## config.mk

```make
export PLATFORM = sky130hd
export DESIGN_NAME = fp_sqrt_sequencer
export DESIGN_NICKNAME = d
export VERILOG_FILES = /design/src/rtl/fp_sqrt_sequencer.sv
export SDC_FILE = /design/constraint.sdc
export NUM_CORES = 1
export LEC_CHECK = 0
export CORE_AREA = 4 4 41 43
export DETAILED_ROUTE_END_ITERATION = 8
export DIE_AREA = 0 0 45 47
export DONT_BUFFER_PORTS = 1
export HOLD_SLACK_MARGIN = 0.1
export PLACE_DENSITY = 0.63
export SLEW_MARGIN = 5
export SYNTH_ARGS = -nofsm -noshare
export SYNTH_HDL_FRONTEND = slang
export SYNTH_SLANG_ARGS = --single-unit
```

## constraint.sdc

```tcl
create_clock -name clk -period 4 [get_ports clk]
set_clock_uncertainty 0.2 [all_clocks]
set_input_delay 0 -clock clk [delete_from_list [all_inputs] [get_ports clk]]
set_output_delay 0 -clock clk [all_outputs]
set_load 0.005 [all_outputs]
```

## src/rtl/fp_sqrt_sequencer.sv

```systemverilog
// ---------------------------------------------------------------------------
// fp_sqrt_sequencer
// Control sequencer for a Newton-Raphson square-root datapath. It steps the
// datapath through load/divide/average/compare micro-operations, counts the
// non-converged iterations and stops either on convergence (ALU sign bit in
// the compare step) or when the iteration limit is reached.
//
// Parameters
//   MAX_ITER      iteration limit before forced termination (1..15)
// Ports
//   clk           rising-edge clock
//   rst           asynchronous, active-high reset
//   start         run request, sampled only in S0
//   ack           result consumed, sampled only in S10
//   Sign          ALU sign bit, sampled only in S8 (1 = converged)
//   current_state state code to the datapath output decoder
//   busy          high while a run is in progress (S1..S9)
//   done          high while the result is presented (S10)
//   timeout       last run stopped on the iteration limit
//   iter_count    completed non-converged iterations of current/last run
// ---------------------------------------------------------------------------
module fp_sqrt_sequencer #(
    parameter int unsigned MAX_ITER = 15
) (
    input  logic       clk,
    input  logic       rst,
    input  logic       start,
    input  logic       ack,
    input  logic       Sign,
    output logic [3:0] current_state,
    output logic       busy,
    output logic       done,
    output logic       timeout,
    output logic [3:0] iter_count
);

    localparam int unsigned STATE_W = 4;
    localparam int unsigned ITER_W  = 4;
    localparam logic [ITER_W-1:0] ITER_LIMIT = ITER_W'(MAX_ITER);

    typedef enum logic [STATE_W-1:0] {
        S0  = 4'b0000,  // idle
        S1  = 4'b0001,  // load n
        S2  = 4'b0010,  // x = n
        S3  = 4'b0011,  // root = n / x
        S4  = 4'b0100,  // root += x
        S5  = 4'b0101,  // root /= 2
        S6  = 4'b0110,  // temp = root - x
        S7  = 4'b0111,  // temp = |temp|
        S8  = 4'b1000,  // temp -= I, convergence decision
        S9  = 4'b1001,  // x = root
        S10 = 4'b1010   // output / wait for ack
    } state_e;

    // State kept as a plain vector so unused codes 1011..1111 are representable
    // and recover through the default branch.
    logic [STATE_W-1:0] r_state;
    logic [ITER_W-1:0]  r_iter;
    logic               r_timeout;
    logic [ITER_W-1:0]  w_iter_inc;

    assign w_iter_inc = r_iter + ITER_W'(1);

    // Sequencer: state, iteration counter and timeout flag.
    always_ff @(posedge clk or posedge rst) begin
        if (rst) begin
            r_state   <= S0;
            r_iter    <= '0;
            r_timeout <= 1'b0;
        end else begin
            case (r_state)
                S0: begin
                    if (start) begin
                        r_state   <= S1;
                        r_iter    <= '0;
                        r_timeout <= 1'b0;
                    end
                end
                S1: r_state <= S2;
                S2: r_state <= S3;
                S3: r_state <= S4;
                S4: r_state <= S5;
                S5: r_state <= S6;
                S6: r_state <= S7;
                S7: r_state <= S8;
                S8: begin
                    if (Sign) begin
                        r_state <= S10;
                    end else begin
                        // Limit compare uses the incremented count so the
                        // counter stops exactly at ITER_LIMIT.
                        r_iter <= w_iter_inc;
                        if (w_iter_inc == ITER_LIMIT) begin
                            r_state   <= S10;
                            r_timeout <= 1'b1;
                        end else begin
                            r_state <= S9;
                        end
                    end
                end
                S9:  r_state <= S3;
                S10: begin
                    if (ack) begin
                        r_state <= S0;
                    end
                end
                default: r_state <= S0;
            endcase
        end
    end

    // Status flags decoded only from the state register, so they always agree
    // with current_state (including unused codes) and have no input path.
    assign current_state = r_state;
    assign busy          = (r_state >= S1) && (r_state <= S9);
    assign done          = (r_state == S10);
    assign timeout       = r_timeout;
    assign iter_count    = r_iter;

endmodule

```

==> summary.txt <==
status -> completed
Antenna Nets Post-Route -> 0
I/O pin total -> 16
DRC violations left -> 0
data required time of the critical path -> 3.99 ns
type of the worst setup path -> register to register
filler-free cell count of the finished design -> 87
cell area after placement -> 576.8 sq um
via-per-instance ratio -> 5.851
CTS tree -> done
number of standard cells after synthesis -> 66
worst rel slew slack -> 0.7348
pin count of the biggest net entering global routing -> 13
number of H-tree branching levels -> 1
Arr. time, crit path -> 2.38 ns
Routed met3 length -> 170 microns
synthesis-stage register bit count -> 9
Lkg Pwr -> 0.0002762 uW
synthesis warning total -> 0
Clk pwr share -> 0.158
vertical die dimension -> 47 microns
routed length per placed instance -> 14.10 microns
maximum fanout along the worst path -> 11
Comb pwr share -> 0.352
total count of max-transition violations in the final report -> 0
last weighted congestion value of the routability-driven placer -> 0.7872
DRT iter0 DRCs -> 21
Sequential Power Share -> 0.489
Sw Share -> 0.4368
filler instances -> 137
Root Buffer -> sky130_fd_sc_hd__clkbuf_4
cell at the slowest stage of the critical path -> sky130_fd_sc_hd__or4b_4
most frequent standard cell in the layout excluding fill and tap cells -> sky130_fd_sc_hd__dfrtp_1
area of the die -> 2115 sq um
transition time at the pin with the least slew margin -> 0.3964 ns
final setup slack of the worst path -> 1.604 ns
worst-case setup slack after placement -> 2.124 ns
DR vias -> 509
design area -> 663.1 sq um
reported net switching power -> 190.6 uW
iteration count of the initial detailed-routing pass -> 4
final-report setup violation count -> 0
Chip Width -> 45 microns
Area growth syn-to-layout -> 13.98%
met2 wire len -> 551 microns
TNS Setup -> 0 ns
number of buffer and inverter instances along the worst setup path -> 1
number of antenna violations at the first check in global routing -> 0
Post-Route M1 WL -> 505 microns
count of endpoints failing hold in the final timing report -> 0
commonest cells after routing, fill and taps aside -> sky130_fd_sc_hd__dfrtp_1, sky130_fd_sc_hd__o21ai_0, sky130_fd_sc_hd__dlygate4sd3_1
Clk pin slew, worst setup/hold paths -> 0.06 ns
wire length of the first global-routing pass -> 1890 microns
clk buf depth -> 2
element type at the critical path end -> register
sum of routed wire length over all layers -> 1227 microns
Tcrit/Tclk final -> 0.5990
Cell Chain, Critical Path -> or4b_4 -> or2_4 -> o21ai_0 -> dlygate4sd3_1
Num Clock Sinks -> 9
achievable clock frequency -> 417.4 MHz
setup repair after global routing missed its margin -> no
global-route congestion overflow total -> 0
total number of nets in the final design -> 80
dominant cell type by area after synthesis -> sky130_fd_sc_hd__dfrtp_1
floorplan row count -> 13
total placed cells including tap cells -> 77
sum of net half-perimeters after detailed placement -> 906.1 microns
clock latency on the worst-skew pair -> 0.26 ns
cell types occupying the most area after synthesis -> sky130_fd_sc_hd__dfrtp_1, sky130_fd_sc_hd__o21ai_0, sky130_fd_sc_hd__ha_1
net count of the mapped netlist -> 73
sequential share of the synthesized area -> 0.3871
aggregate global-route resource usage -> 0.1286
Synth Cell Area -> 581.8 sq um
Min Clock Period, post-route -> 2.396 ns
number of buffers added by the clock tree synthesis step -> 3
top metal layer carrying routed signals -> met3
number of buffers inserted by port buffering -> 0
placeable core region -> 1301 sq um
portion of synthesized cell area occupied by the leading cell type -> 0.3871
stage delay of the slowest cell on the critical path -> 0.60 ns
initial core utilization -> 0.4471
worst voltage drop across the vdd grid -> 369.2 uV
delay-heaviest family, CP -> simple AND/OR/NAND/NOR gates
total power density per cell area -> 658.2 nW/um^2
Mean Syn Cell Area -> 8.815 sq um
number of maximum-capacitance violations -> 0
sort of element at the start of the critical path -> register
class of the tightest hold or removal check -> input pin to register
via count of the first global-routing pass -> 405
diode count -> 0
share of post-route cells with drive strength above 1 -> 0.09722
Post-CTS Resized -> 0
Internal Pwr Total -> 245.9 uW
distinct cell type count of the synthesized netlist -> 31
[power groups by stage]
stage | Combinational [uW] | Sequential (uW) | Clock (uW)
2_1_floorplan | 172 | 160 | 0
3_3_place_gp | 141 | 214 | 0
3_5_place_dp | 143 | 215 | 0
4_1_cts | 155 | 214 | 70.9
5_1_grt | 179 | 225 | 74.9
6_report | 154 | 214 | 69.2
[kinds of logic (layout without fill, tap and decap cells)]
family / count (synthesis) / after routing / share of synthesized area
fa+ha+maj: 2 / 2 / 0.04300
xor+xnor: 1 / 1 / 0.01506
buf+inv: 8 / 14 / 0.06665
flops: 9 / 9 / 0.3871
simple gates: 26 / 26 / 0.2667
compound gates: 20 / 20 / 0.2215
[layout make-up]
type | count | area [sq um] | share of cell area
clock buffers | 4 | 26.28 | 0.03962
inverters | 4 | 15.01 | 0.02264
multi-input cells | 49 | 317.8 | 0.4792
flip-flops and latches | 9 | 225.2 | 0.3396
well taps | 15 | 18.77 | 0.02830
repair buffers | 6 | 60.06 | 0.09057
[flip-flops by register name (all words and copies together), names as in the netlist]
name and cells:
current_state 4, iter_count 4, timeout 1
[stage by stage]
stage | hold WS (ns) | util | total power (uW)
final | 0.3322 | 0.5096 | 436.5
after global routing | 0.3401 | 0.5096 | 478.4
after CTS | 0.3306 | 0.5096 | 440.0
after detailed placement | -0.3349 | 0.4433 | 359.0
after global placement | -0.3310 | 0.4433 | 354.3
after floorplan | -0.3721 | - | 331.6
[timing repair]
item                       4_1_cts  5_1_grt
hold buffers                     6        0
setup buffers                    0        0
hold endpoints to repair        17        0
setup endpoints to repair        0        0
[per-layer routing]
metal / up-vias / GRT usage
li1: 249 / -
met1: 234 / 0.1596
met2: 26 / 0.1808
met3: 0 / 0.08812
met4: 0 / 0.03509
met5: - / 0
[cells in the mapped netlist (all sizes together)]
cell type,instances
a2111o,1
a211o,1
a21boi,1
a21oi,2
a31oi,1
and3,1
buf,2
clkbuf,2
dfrtp,9
ha,2
inv,4
nand2,5
nand2b,4
nand3,2
nor2,4
nor2b,1
nor3,4
nor4,1
nor4b,1
o211ai,1
o21a,2
o21ai,9
o2bb2ai,1
o31a,1
or2,1
or4,1
or4b,1
xor2,1
[tightest hold or removal path, stage by stage]
cell and delay [ns]:
sky130_fd_sc_hd__dlygate4sd3_1 0.52, sky130_fd_sc_hd__a21oi_1 0.09, sky130_fd_sc_hd__o2bb2ai_1 0.13
[path summary, 6_finish.rpt]
path | from | endpoint | slack (ns) | cells after the start
setup / recovery | current_state[2]$_DFFE_PP0P_ | iter_count[1]$_DFFE_PP0P_ | 1.60 | 4
hold / removal | ack | current_state[3]$_DFFE_PP0P_ | 0.33 | 3
setup reg to reg | current_state[2]$_DFFE_PP0P_ | iter_count[1]$_DFFE_PP0P_ | 1.60 | 4
hold reg to reg | iter_count[3]$_DFFE_PP0P_ | iter_count[3]$_DFFE_PP0P_ | 0.36 | 1
max in group asynchronous | rst | current_state[3]$_DFFE_PP0P_ | 2.83 | 3
min in group asynchronous | rst | current_state[2]$_DFFE_PP0P_ | 0.49 | 3
(Power assumes the default switching activity.)
